--- src/rtl/bcd_counter_display.sv ---
// bcd_counter_display: prescaled up/down BCD counter with registered
// seven-segment outputs (active-low, bit order g..a).
// Optional build macro: LEADING_ZERO_BLANK_EN blanks displays above the
// most significant non-zero digit (display 0 always lit).
module bcd_counter_display #(
    parameter int DIGITS   = 2,
    parameter int PRESCALE = 50000000
) (
    input  logic                  Clock,
    input  logic                  Resetn,
    input  logic                  En,
    input  logic                  Up,
    input  logic                  Load,
    input  logic [4*DIGITS-1:0]   D,
    output logic [4*DIGITS-1:0]   Q,
    output logic [7*DIGITS-1:0]   HEX,
    output logic                  Wrap
);

    localparam int PW = (PRESCALE > 1) ? $clog2(PRESCALE) : 1;

    logic [PW-1:0]       presc;
    logic                tick;
    logic [4*DIGITS:0]   step_result;

    function automatic logic [6:0] seg7(input logic [3:0] v);
        logic [6:0] s;
        case (v)
            4'd0:    s = 7'h40;
            4'd1:    s = 7'h79;
            4'd2:    s = 7'h24;
            4'd3:    s = 7'h30;
            4'd4:    s = 7'h19;
            4'd5:    s = 7'h12;
            4'd6:    s = 7'h02;
            4'd7:    s = 7'h78;
            4'd8:    s = 7'h00;
            4'd9:    s = 7'h10;
            default: s = 7'h7F;
        endcase
        return s;
    endfunction

    // Full-display encode; blanking walks from the top digit downward.
    function automatic logic [7*DIGITS-1:0] encode_all(input logic [4*DIGITS-1:0] qv);
        logic [7*DIGITS-1:0] segs;
`ifdef LEADING_ZERO_BLANK_EN
        logic upper_zero;
        upper_zero = 1'b1;
`endif
        segs = '0;
        for (int k = DIGITS - 1; k >= 0; k--) begin
            segs[7*k +: 7] = seg7(qv[4*k +: 4]);
`ifdef LEADING_ZERO_BLANK_EN
            if (k > 0 && upper_zero && qv[4*k +: 4] == 4'd0)
                segs[7*k +: 7] = 7'h7F;
            if (qv[4*k +: 4] != 4'd0)
                upper_zero = 1'b0;
`endif
        end
        return segs;
    endfunction

    // Loaded digits above 9 become 0 so Q never leaves the BCD range.
    function automatic logic [4*DIGITS-1:0] load_clean(input logic [4*DIGITS-1:0] dv);
        logic [4*DIGITS-1:0] c;
        c = dv;
        for (int k = 0; k < DIGITS; k++)
            if (dv[4*k +: 4] > 4'd9)
                c[4*k +: 4] = 4'd0;
        return c;
    endfunction

    // Returns {wrap, next}; carry/borrow ripples fully within one step so
    // a direction change can never split it.
    function automatic logic [4*DIGITS:0] bcd_step(input logic [4*DIGITS-1:0] cur, input logic up);
        logic [4*DIGITS-1:0] nxt;
        logic                carry;
        logic [3:0]          dig;
        nxt   = cur;
        carry = 1'b1;
        for (int k = 0; k < DIGITS; k++) begin
            dig = cur[4*k +: 4];
            if (carry) begin
                if (up) begin
                    if (dig >= 4'd9) begin
                        nxt[4*k +: 4] = 4'd0;
                    end else begin
                        nxt[4*k +: 4] = dig + 4'd1;
                        carry = 1'b0;
                    end
                end else begin
                    if (dig == 4'd0) begin
                        nxt[4*k +: 4] = 4'd9;
                    end else begin
                        nxt[4*k +: 4] = (dig > 4'd9) ? 4'd9 : dig - 4'd1;
                        carry = 1'b0;
                    end
                end
            end
        end
        return {carry, nxt};
    endfunction

    assign tick        = En && (presc == PW'(PRESCALE - 1));
    assign step_result = bcd_step(Q, Up);

    // Prescaler, count and wrap pulse; load takes priority over tick.
    always_ff @(posedge Clock or negedge Resetn) begin
        if (!Resetn) begin
            presc <= '0;
            Q     <= '0;
            Wrap  <= 1'b0;
        end else if (Load) begin
            presc <= '0;
            Q     <= load_clean(D);
            Wrap  <= 1'b0;
        end else if (tick) begin
            presc <= '0;
            Q     <= step_result[4*DIGITS-1:0];
            Wrap  <= step_result[4*DIGITS];
        end else begin
            if (En)
                presc <= presc + PW'(1);
            Wrap <= 1'b0;
        end
    end

    // Segment register follows Q with one clock of latency.
    always_ff @(posedge Clock or negedge Resetn) begin
        if (!Resetn)
            HEX <= encode_all('0);
        else
            HEX <= encode_all(Q);
    end

endmodule

--- config.mk ---
export PLATFORM = sky130hd
export DESIGN_NAME = bcd_counter_display
export DESIGN_NICKNAME = d
export VERILOG_FILES = /design/src/rtl/bcd_counter_display.sv
export SDC_FILE = /design/constraint.sdc
export NUM_CORES = 1
export LEC_CHECK = 0
export BUFFER_PORTS_ARGS = -buffer_cell sky130_fd_sc_hd__buf_2
export CAP_MARGIN = 0
export CELL_PAD_IN_SITES_DETAIL_PLACEMENT = 0
export CELL_PAD_IN_SITES_GLOBAL_PLACEMENT = 1
export CORE_ASPECT_RATIO = 1.2
export CORE_MARGIN = 4
export CORE_UTILIZATION = 44
export DETAILED_ROUTE_END_ITERATION = 8
export PLACE_DENSITY = 0.8
export SYNTH_ARGS = -nofsm -noshare
export SYNTH_HDL_FRONTEND = slang
export SYNTH_SLANG_ARGS = --single-unit
--- constraint.sdc ---
create_clock -name Clock -period 2.2 [get_ports Clock]
set_clock_uncertainty 0.05 [all_clocks]
set_input_delay 0.11 -clock Clock [delete_from_list [all_inputs] [get_ports Clock]]
set_output_delay 0.11 -clock Clock [all_outputs]
set_load 0.005 [all_outputs]
==> impl_metrics.csv <==
group,metric,value,unit
synth,synth.area.top_cells,"dfrtp_1, nor2_1, ha_1, xor2_1, a21oi_1",
sta,tightest_slew,632,ps
sta,fin_tns_setup,0,ps
worst_setup_path,path_depth,6,
layout,fin_cells,477,
cts,cts_buffer_depth,2,
layout,design_area,0.00358,mm²
synth,ys_types,51,
global_routing,grt_pass1_wl,11800,µm
placement,dp.cells,461,
synth,synth_area_per_cell,8.92,µm²
layout,syn2layout_area_growth,18.2,%
drt,dr.pass1.iters,4,
worst_setup_path,rr_worst_depth,6,
floorplanning,die_w,83.8,µm
synth,yosysSeqAreaShare,40.5,%
layout,layout-drive-gt1-share,19.6,%
layout,nFillCells,596,
sta,layout_worst_path_cycle_share,93.7,%
worst_setup_path,slowest_stage,"dfrtp_1",
synth,yosys.area.top_type,"dfrtp_1",
worst_setup_path,crit_type,"reg -> reg",
cts,cts_buffers,5,
global_routing,gr-usage-met3,3.09,%
floorplanning,start_util,46.2,%
worst_setup_path,max_stage_delay,490,ps
drt,vias,2603,
drt,drc_errors,0,
synth,synth_edf_count,0,
cts,h-tree-depth,2,
outcome,status,"complete, no violations",
worst_setup_path,critPathTopFamily,"simple AND/OR/NAND/NOR gates",
floorplanning,dieArea,0.00829,mm²
sta,min_period,2060,ps
sta,rsz0062_at_grt,"no",
power,vdd_drop_max,0.282,mV
cts,clockRootBuffer,"clkbuf_8",
worst_hold_path,hp-class,"in -> reg",
worst_setup_path,startpoint_type,"flop",
sta,slew_headroom,57.9,%
layout,num_antenna_cells,0,
drt,postRouteAntennaNets,0,
worst_setup_path,crit_buf_inv,1,
synth,synth_warnings,0,
power,p_leak,1.64,nW
synth,syn_area,0.00303,mm²
global_routing,grt_pass1_vias,2495,
global_routing,grt-ovfl-total,0,
floorplanning,io_pins,36,
cts,cts_sinks,49,
placement,place_area,0.00338,mm²
cts,cts_tree,"built",
worst_hold_path,hold_path_depth,4,
placement,port-buffer-count,35,
drt,drt-initial-drc-count,67,
floorplanning,fp-row-count,32,
worst_setup_path,cp.arrival,2210,ps
synth,netlist_instances,340,
floorplanning,die_h,98.9,µm
cts,post_cts_buffers,0,
global_routing,grt_most_used_layer,"met2",
sta,slew_viol_final,0,
drt,via_per_inst,5.46,
global_routing,grt_max_degree,50,
synth,ys_ff_latch,49,
worst_setup_path,end_kind,"flop",
synth,synthFlopType,"dfrtp_1",
cts,insertion_delay,310,ps
cts,clk_pin_slew,100,ps
global_routing,grt_usage,17.1,%
sta,setup_violations,0,
drt,wirelength,6850,µm
worst_setup_path,crit_fanout,9,
sta,timing.fmax,485,MHz
layout,fin_nets,417,
global_routing,use_met1,21.6,%
synth,async_reset_ff_share,100,%
floorplanning,coreArea,0.00657,mm²
job,drv_cap,0,
drt,post_drt_wl_per_cell,14.4,µm
global_routing,antenna_found_initial,0,
power,power_density,575,mW/mm²
sta,report.final.hold_viol_count,0,
worst_setup_path,crit_chain,"inv_1 -> ha_1 -> or3b_2 -> and2_1 -> mux2_2 -> and3b_1",
worst_setup_path,worstPathRequired,2350,ps
placement,gp_congestion,0.859,
placement,dp_hpwl,4900,µm
global_routing,grtUsageMet2,29.9,%
synth,syn_nets,366,
synth,synth_top_cell_area_share,38.8,%
-- report_power, final --
part / internal [W] / total (W) / switching (W)
Clock: 0.000370 / 0.000682 / 0.000312
Sequential: 0.000957 / 0.000981 / 0.0000242
Combinational: 0.000178 / 0.000399 / 0.000221
Total: 0.00151 / 0.00206 / 0.000557
-- state kept, by name, summed over array words and instances, names as in the netlist --
name,count
Wrap,1
HEX,14
Q,8
presc,26
-- cell type report --
class	count	area, µm²	area share (%)
clock buffer	6	82.6	2.30
tap	85	106	2.97
timing repair buffer	60	383	10.7
inverter	10	37.5	1.05
clock inverter	2	37.5	1.05
multi-input combinational	265	1710	47.7
sequential	49	1230	34.3
-- synth_stat cells (2+ instances only) --
cell type,count
nor4b_2,2
and4b_1,2
nor4_4,2
nand2_1,29
ha_1,13
o22ai_1,4
o21bai_1,3
mux2_2,2
inv_1,10
o21ai_1,2
or2_2,3
mux2i_1,5
nor2b_1,4
nor2_1,45
clkbuf_1,11
buf_2,4
o21ai_0,16
and4_1,5
or3_1,3
xor2_1,17
xnor2_1,6
nor3b_1,3
nand4_1,12
a21oi_1,22
dfrtp_1,47
and2_1,2
nand3b_1,3
nand3_1,15
o2111ai_1,2
nor3_1,6
and3_1,8
dfstp_2,2
a31oi_1,8
o32ai_1,2
nand2b_1,4
-- timing repair --
item,in CTS,in global routing
endpoints found under the hold margin,53,0
hold buffers,8,0
gates resized for setup,0,2
endpoints found under the setup margin,0,5
-- kinds of logic (layout without fill, tap and decap cells) --
kind of cell	after synthesis	after routing	share of synthesized area, %
and+or+nand+nor	155	155	28.4
AOI/OAI and AO/OA	67	67	13.2
DFF	49	49	40.5
buffers and inverters	26	78	3.38
xor gates and xnor gates	23	23	6.64
adders and majority gates	13	13	5.37
muxes	7	7	2.39
-- cell usage in the layout (no fill, tap or decap), types with 3 or more instances in the layout --
master / count
buf_4: 17
dfrtp_1: 47
nand3_1: 15
buf_2: 35
inv_1: 10
xnor2_1: 6
clkbuf_8: 6
nor2b_1: 4
and3_1: 8
or3_1: 3
nand4_1: 12
a21oi_1: 22
nand3b_1: 3
o21ai_0: 16
and4_1: 4
xor2_1: 17
dlygate4sd3_1: 8
o22ai_1: 4
ha_1: 13
nor3b_1: 3
nand2b_1: 4
nor2_1: 45
or2_2: 3
nor3_1: 6
nand2_1: 29
a31oi_1: 8
mux2i_1: 5
o21bai_1: 3
-- worst register-to-register path: cells and delay by family, from the launching register on --
kind,cells,cell delay (ps)
buffers and inverters,1,140
muxes,1,260
adders and majority gates,1,180
DFF,1,490
and+or+nand+nor,3,840
-- metal layers --
metal	part of all wire, %	wire length, µm	vias to the layer above
met5	0	0	-
met4	1.2	82	0
met3	4.1	278	9
met2	49	3380	53
met1	45	3110	1236
li1	-	-	1305
-- stage by stage --
step	util, %	hold WS (ps)	setup slack, ps	power [W]
after CTS	54.5	45.0	115	0.00209
after floorplan	-	-236	133	0.00123
after detailed placement	51.4	210	123	0.00139
final	54.6	57.7	139	0.00206
after global placement	51.4	207	208	0.00139
after global routing	54.6	74.0	5.56	0.00219
-- final timing paths --
| kind | start | end | slack [ps] |
|---|---|---|---|
| worst max-delay path | Q[4]$_DFFE_PN0P_ | Wrap$_DFF_PN0_ | 140 |
| worst min-delay path | D[7] | Q[5]$_DFFE_PN0P_ | 60 |
| worst max register to register | Q[4]$_DFFE_PN0P_ | Wrap$_DFF_PN0_ | 140 |
| worst min register to register | presc[25]$_DFFE_PN0P_ | presc[25]$_DFFE_PN0P_ | 500 |
| max in group asynchronous | Resetn | presc[18]$_DFFE_PN0P_ | 1280 |
| min in group asynchronous | Resetn | HEX[8]$_DFF_PN0_ | 360 |
(Power assumes the default switching activity.)
